[src/rtl/fp_pkg.sv]
// Shared constants for the streaming FP classifier: one-hot class bit positions
// (FCLASS order), sticky flag positions and common format presets.
package fp_pkg;

   localparam int CLS_W     = 10;
   localparam int CLS_NINF  = 0;
   localparam int CLS_NNORM = 1;
   localparam int CLS_NSUB  = 2;
   localparam int CLS_NZERO = 3;
   localparam int CLS_PZERO = 4;
   localparam int CLS_PSUB  = 5;
   localparam int CLS_PNORM = 6;
   localparam int CLS_PINF  = 7;
   localparam int CLS_SNAN  = 8;
   localparam int CLS_QNAN  = 9;

   localparam int STK_W    = 5;
   localparam int STK_ZERO = 0;
   localparam int STK_SUB  = 1;
   localparam int STK_INF  = 2;
   localparam int STK_QNAN = 3;
   localparam int STK_SNAN = 4;

   localparam int FP16_EXP_W = 5;
   localparam int FP16_MAN_W = 10;
   localparam int FP32_EXP_W = 8;
   localparam int FP32_MAN_W = 23;

   typedef struct packed {
      logic [CLS_W-1:0] cls;
      logic             sign;
   } fpResult_t;

endpackage

[src/rtl/fp_class_decode.sv]
// Purely combinational decode of one IEEE-754 operand into its one-hot class
// code and sign bit; format is set by EXP_W/MAN_W.
module fp_class_decode
   import fp_pkg::*;
#(
   parameter int EXP_W = 5,
   parameter int MAN_W = 10,
   localparam int W = 1 + EXP_W + MAN_W
) (
   input  logic [W-1:0]     i_data,
   output logic [CLS_W-1:0] o_class,
   output logic             o_sign
);

   logic             w_sign;
   logic [EXP_W-1:0] w_exp;
   logic [MAN_W-1:0] w_man;
   logic             w_expOnes;
   logic             w_expZeroes;
   logic             w_manZero;
   logic             w_quiet;

   assign w_sign      = i_data[W-1];
   assign w_exp       = i_data[W-2:MAN_W];
   assign w_man       = i_data[MAN_W-1:0];
   assign w_expOnes   = &w_exp;
   assign w_expZeroes = ~|w_exp;
   assign w_manZero   = ~|w_man;
   assign w_quiet     = w_man[MAN_W-1];
   assign o_sign      = w_sign;

   // NaN classes ignore the sign; every other class is split by sign
   always_comb begin
      o_class = '0;
      if (w_expOnes) begin
         if (w_manZero)
            o_class[w_sign ? CLS_NINF : CLS_PINF] = 1'b1;
         else if (w_quiet)
            o_class[CLS_QNAN] = 1'b1;
         else
            o_class[CLS_SNAN] = 1'b1;
      end else if (w_expZeroes) begin
         if (w_manZero)
            o_class[w_sign ? CLS_NZERO : CLS_PZERO] = 1'b1;
         else
            o_class[w_sign ? CLS_NSUB : CLS_PSUB] = 1'b1;
      end else begin
         o_class[w_sign ? CLS_NNORM : CLS_PNORM] = 1'b1;
      end
   end

endmodule

[src/rtl/fp_classifier_stream.sv]
// Streaming FP classifier: valid/ready input, 2-entry result FIFO, sticky
// exception flags and a saturating NaN counter updated on every accepted operand.
module fp_classifier_stream
   import fp_pkg::*;
#(
   parameter int EXP_W = 5,
   parameter int MAN_W = 10,
   parameter int CNT_W = 8,
   localparam int W = 1 + EXP_W + MAN_W
) (
   input  logic             clk,
   input  logic             reset,
   input  logic             in_valid,
   output logic             in_ready,
   input  logic [W-1:0]     in_data,
   output logic             out_valid,
   input  logic             out_ready,
   output logic [CLS_W-1:0] out_class,
   output logic             out_sign,
   output logic [STK_W-1:0] sticky,
   input  logic             clr_sticky,
   output logic [CNT_W-1:0] nan_cnt
);

   localparam logic [CNT_W-1:0] CNT_MAX = {CNT_W{1'b1}};

   logic [CLS_W-1:0] w_class;
   logic             w_sign;
   logic             w_accept;
   logic             w_pop;
   logic             w_isNan;
   logic [STK_W-1:0] w_newFlags;
   logic [STK_W-1:0] w_stickyNext;
   logic [CNT_W-1:0] w_cntBase;
   logic [CNT_W-1:0] w_cntNext;

   fpResult_t        r_mem [2];
   logic [1:0]       r_count;
   logic             r_rdPtr;
   logic             r_wrPtr;
   logic [STK_W-1:0] r_sticky;
   logic [CNT_W-1:0] r_nanCnt;

   fp_class_decode #(.EXP_W(EXP_W), .MAN_W(MAN_W)) u_decode (
      .i_data  (in_data),
      .o_class (w_class),
      .o_sign  (w_sign)
   );

   assign in_ready  = (r_count != 2'd2);
   assign out_valid = (r_count != 2'd0);
   assign w_accept  = in_valid & in_ready;
   assign w_pop     = out_valid & out_ready;
   assign out_class = out_valid ? r_mem[r_rdPtr].cls  : '0;
   assign out_sign  = out_valid ? r_mem[r_rdPtr].sign : 1'b0;
   assign sticky    = r_sticky;
   assign nan_cnt   = r_nanCnt;

   // An accept in the same cycle as a clear lands on top of the cleared value
   always_comb begin
      w_newFlags           = '0;
      w_newFlags[STK_SNAN] = w_class[CLS_SNAN];
      w_newFlags[STK_QNAN] = w_class[CLS_QNAN];
      w_newFlags[STK_INF]  = w_class[CLS_NINF]  | w_class[CLS_PINF];
      w_newFlags[STK_SUB]  = w_class[CLS_NSUB]  | w_class[CLS_PSUB];
      w_newFlags[STK_ZERO] = w_class[CLS_NZERO] | w_class[CLS_PZERO];
      w_isNan              = w_class[CLS_SNAN] | w_class[CLS_QNAN];
      w_stickyNext         = (clr_sticky ? '0 : r_sticky) | (w_accept ? w_newFlags : '0);
      w_cntBase            = clr_sticky ? '0 : r_nanCnt;
      w_cntNext            = w_cntBase;
      if (w_accept && w_isNan && (w_cntBase != CNT_MAX))
         w_cntNext = w_cntBase + 1'b1;
   end

   // Storage needs no reset: the head is masked to zero while the FIFO is empty
   always_ff @(posedge clk) begin
      if (w_accept)
         r_mem[r_wrPtr] <= '{cls: w_class, sign: w_sign};
   end

   always_ff @(posedge clk) begin
      if (reset) begin
         r_count  <= 2'd0;
         r_rdPtr  <= 1'b0;
         r_wrPtr  <= 1'b0;
         r_sticky <= '0;
         r_nanCnt <= '0;
      end else begin
         if (w_accept)
            r_wrPtr <= ~r_wrPtr;
         if (w_pop)
            r_rdPtr <= ~r_rdPtr;
         case ({w_accept, w_pop})
            2'b10:   r_count <= r_count + 2'd1;
            2'b01:   r_count <= r_count - 2'd1;
            default: r_count <= r_count;
         endcase
         r_sticky <= w_stickyNext;
         r_nanCnt <= w_cntNext;
      end
   end

endmodule

[config.mk]
export PLATFORM = sky130hd
export DESIGN_NAME = fp_classifier_stream
export DESIGN_NICKNAME = d
export VERILOG_FILES = /design/src/rtl/fp_pkg.sv /design/src/rtl/fp_class_decode.sv /design/src/rtl/fp_classifier_stream.sv
export SDC_FILE = /design/constraint.sdc
export NUM_CORES = 1
export LEC_CHECK = 0
export ABC_AREA = 0
export BUFFER_PORTS_ARGS = -buffer_cell sky130_fd_sc_hd__buf_2
export CORE_ASPECT_RATIO = 0.9
export CORE_MARGIN = 2
export CORE_UTILIZATION = 30
export DETAILED_ROUTE_END_ITERATION = 10
export GPL_ROUTABILITY_DRIVEN = 0
export SETUP_SLACK_MARGIN = 0.15
export SLEW_MARGIN = 10
export SYNTH_ARGS = -nofsm -noshare
export SYNTH_HDL_FRONTEND = slang
export SYNTH_SLANG_ARGS = --single-unit
[constraint.sdc]
create_clock -name clk -period 2.29 [get_ports clk]
set_input_delay 0.3435 -clock clk [delete_from_list [all_inputs] [get_ports clk]]
set_output_delay 0.3435 -clock clk [all_outputs]
set_load 0.05 [all_outputs]
Yosys cells after proc, flatten, opt, wreduce, memory -nomap -nowiden --
Memories as Yosys holds them, arrays and structs flattened. A register that Yosys moved wholly into a read port is not among the register bits. Cells that the tools add are included.
Operators by class: multiply operators 0, shifts and indexed selects 0, add/subtract/negate cells 3, bitwise logic cells 9, divide/modulo/power cells 0, $lt $le $gt $ge 8, eq/ne operators 4, mux-type cells 30, reductions and logical operators 11
Operator list (number):
- $ge A32 B1 Y1 const B | 4
- $lt A32 B6 Y1 const B | 4
- $mux W10 | 4
- $mux W8 | 3
- $demux W1 S4 | 4
- $mux W3 | 4
- $mux W1 | 11
- $mux W5 | 2
- $reduce_or A10 Y1 | 1
- $add A8 B1 Y8 const B | 1
- $ne A8 B8 Y1 const B | 1
- $logic_and A1 B1 Y1 | 6
- $or A5 B5 Y5 | 1
- $reduce_and A5 Y1 | 1
- $reduce_or A5 Y1 | 1
- $or A1 B1 Y1 | 4
- $pmux W2 S2 | 1
- $reduce_bool A2 Y1 | 2
- $add A2 B1 Y2 const B | 1
- $and A1 B1 Y1 | 2
- $eq A2 B1 Y1 const B | 1
- $eq A2 B2 Y1 const B | 1
- $mux W2 | 1
- $ne A2 B2 Y1 const B | 1
- other kinds (2) | 3
Word-level totals: logic and storage cells 71, memory bits (writable) 22, ROM bits 0, output and inout bits 26, bits in registers 17, memories 1, bits in latches 0, bits of input ports 21
Memories:
- r_mem | depth 2, bits a word 11, rd ports 1, clocked after memory_dff 1, wr ports 1, RTL line fp_classifier_stream.sv:37 | fpResult_t r_mem [2];

Logic depth before layout (Yosys ltp) --
depth in word-level cells 12, depth in mapped cells 7, depth with buffers taken out 6

By module --
From an unflattened synthesis, not the netlist that was laid out.
Second synthesis, totals: cells, all modules 167, area, all modules 1783.0 um^2
By module, submodules not included:
- fp_classifier_stream | times used 1, cells an instance 145, area each 1646.6 um^2, sequential area each 1021.0 um^2
- fp_class_decode | times used 1, cells an instance 22, area each 136.4 um^2, sequential area each 0.0 um^2

Worst setup path after synthesis --
No wires, ideal clock.
path type flip-flop to flip-flop, start reg r_nanCnt[0] (netlist: nan_cnt[0]), end reg r_nanCnt[0] (netlist: nan_cnt[0]), period minus slack after synthesis 1.997 ns, arrival time 1.905 ns, stages on the path, launching flop included 7, buffers on the path 0, setup slack 0.293 ns, library setup time 0.092 ns, path through dfxtp_1 > nor2b_1 > ha_1 > and4b_1 > nand2_1 > and4_2 > nor4_1
Between the ends: longest elaborated chain between the ends 4, elaborated cells between the ends (all ways) 5, classes of those cells 1 x add/sub; 1 x eq/ne; 2 x mux; 1 x reduce/logical
Ends and longest elaborated chain:
- start, declared | RTL line fp_classifier_stream.sv:42 | logic [CNT_W-1:0] r_nanCnt;
- start signal, assigned | RTL line fp_classifier_stream.sv:99 | r_nanCnt <= w_cntNext;
- $mux W8 (*) | RTL line fp_classifier_stream.sv:69 | w_cntBase = clr_sticky ? '0 : r_nanCnt;
- parallel branches: the longest is 2 deep, another holds $add A8 B1 Y8
- $mux W8 (*) | RTL line fp_classifier_stream.sv:71 | if (w_accept && w_isNan && (w_cntBase != CNT_MAX))
Every way passes the cells marked *. A chain may end at the register's enable or synchronous reset.

Final worst setup path --
Same ends and word-level chain as after synthesis.

==> flow_metrics.tcl <==
set metrics [dict create \
    cts_hold_buffers 0 \
    crit_path_end_kind "register" \
    fin_ws_ns 0.4356 \
    hp-class "in -> reg" \
    grt_pass1_wl_mm 7.024 \
    cts_made_buffers 5 \
    fin_skew_ns 0.004448 \
    cts_max_path_buffers 2 \
    drt-initial-drc-count 98 \
    power_per_cell_area_nw_per_um2 1017 \
    vias_per_cell 4.708 \
    antenna_found_initial 0 \
    ir_drop_v 0.0002310 \
    ant_nets 0 \
    routedWlPerCell_microns 13.85 \
    path_cells "nor2b_1 > ha_1 > and4b_1 > nand2_1 > and4_2 > nor4_1" \
    start_util 0.3098 \
    fin_crit_ns 1.854 \
    stdcell_area_sq_um 2318 \
    placed_area_sq_um 2207 \
    route.detailed.drc 0 \
    syn_inst 176 \
    avgSynthCellArea_sq_um 10.76 \
    gr-usage-all-layers 0.1313 \
    rows 27 \
    pre_cts_slack_ns 0.2681 \
    post-route-util 0.3792 \
    worstSkewPairLatency_ns 0.29 \
    antennaDiodeCount 0 \
    cts.sinks 40 \
    grt_overflow 0 \
    die_w_microns 87.76 \
    slew_violations 0 \
    worstMarginPinSlew_ns 0.3876 \
    area.growth.synth_to_final_pct 22.39 \
    fp.dieH_microns 79.39 \
    start_kind "register" \
    cts.clk_slew.worst_paths_ns 0.08 \
    ys_types 39 \
    path_buf_inv 0 \
    required_ns 2.49 \
    via_count 1469 \
    final_nets 247 \
    ys_seq_elements 40 \
    max_clock_freq_mhz 539.2 \
    async_flop_share 0 \
    cts_max_level 2 \
    crit_family "simple AND/OR/NAND/NOR gates" \
    die_area_sq_um 6967 \
    cp.arrival_ns 2.05 \
    ys.flop_type "edfxtp_1" \
    synth_edf_count 22 \
    max_stage_delay_ns 0.37 \
    grt_max_degree 21 \
    finalSetupViolations 0 \
    routed_wl_mm 4.322 \
    crit_type "reg -> reg" \
    crit_fanout 6 \
    post-route-period-util 0.8098 \
    layout-drive-gt1-share 0.2800 \
    hpwlAfterDp_mm 3.147 \
    drv_cap 0 \
    yosysWarningCount 0 \
    root_buffer "clkbuf_8" \
    finalHoldViolCount 0 \
    finalSetupTns_ns 0 \
    netlist_area_sq_um 1894 \
    numPortBuffers 46 \
    pin_count 47 \
    rsz0062_at_grt "false" \
    grt_pass1_vias 1418 \
    syn-num-nets 199 \
    cts_setup_buffers 0 \
    yosysSeqAreaShare 0.5390 \
    status "finished clean" \
    slowest_stage "dfxtp_1" \
    cts_resized 0 \
    cts_tree "yes" \
    slew_headroom 0.7406 \
    fp.coreArea_sq_um 6115 \
    firstDrtPassIters 5 \
    leakagePower_nw 0.9576 \
]
## power breakdown
part           switching [W]  internal [W]
combinational       0.000622      0.000243
sequential         0.0000528      0.000863
clock               0.000255      0.000323
total               0.000930       0.00143
## worst register-to-register path: stages (launching register included)
cell and delay [ns]:
dfxtp_1 0.37, nor2b_1 0.22, ha_1 0.28, and4b_1 0.26, nand2_1 0.14, and4_2 0.26
nor4_1 0.24
## metal layers
metal	GRT usage	wire length [microns]
met5	0	0
met4	0.03231	19
met3	0.04137	171
met2	0.2114	2148
met1	0.1711	1982
## cells by family after synthesis
logic type | after synthesis | share of synthesized area
simple gates | 84 | 0.2503
flops | 40 | 0.5390
mux | 17 | 0.09115
compound gates | 15 | 0.04822
buf+inv | 14 | 0.03962
xor+xnor | 4 | 0.01850
fa+ha+maj | 2 | 0.01321
## final timing paths
kind	from	slack, ns	to	cells after the start
worst max-delay path	nan_cnt[0]	0.44	nan_cnt[0]	6
worst min-delay path	in_data[9]	0.34	sticky[3]	3
worst max register to register	nan_cnt[0]	0.44	nan_cnt[0]	6
worst min register to register	sticky[3]	0.48	sticky[3]	2
## through the flow
step	total power, W	instances	hold slack, ns
floorplan	0.001602	176	0.4424
global placement	0.001805	304	0.4654
detailed placement	0.001812	304	0.4584
CTS	0.002391	312	0.3403
global route	0.002491	312	0.3499
finish	0.002359	312	0.3433
## synth_stat cells (4+ instances only)
cell type | count | area, sq um
inv_1 | 4 | 15.01
nor3_1 | 5 | 25.02
nand3_1 | 5 | 25.02
nor4_1 | 4 | 25.02
a21oi_1 | 8 | 40.04
nand2_1 | 10 | 37.54
nor2_1 | 25 | 93.84
nand4_1 | 7 | 43.79
and4_1 | 5 | 43.79
mux2i_1 | 15 | 150.1
and3_1 | 5 | 31.28
edfxtp_1 | 22 | 660.6
dfxtp_1 | 18 | 360.4
## flip-flops by register name (all words and copies together) (netlist names), named ones only
name,cells
nan_cnt,8
r_count,2
r_mem,22
r_rdPtr,1
r_wrPtr,1
sticky,5
## area by class of cell
class	instances	area (sq um)
fillers	619	3796
flip-flops and latches	40	1021
clock inverters	3	42.54
clock buffers	5	68.82
multi-input cells	122	798.3
repair buffers	50	260.3
well taps	87	108.9
inverters	5	18.77
## placed cells by master, fill, tap and decap left out, types with 7 or more instances in the layout
master / n
a21oi_1: 8
nand2_1: 10
dfxtp_1: 18
buf_2: 46
mux2i_1: 15
nor2_1: 25
edfxtp_1: 22
nand4_1: 7
(Power assumes the default switching activity.)
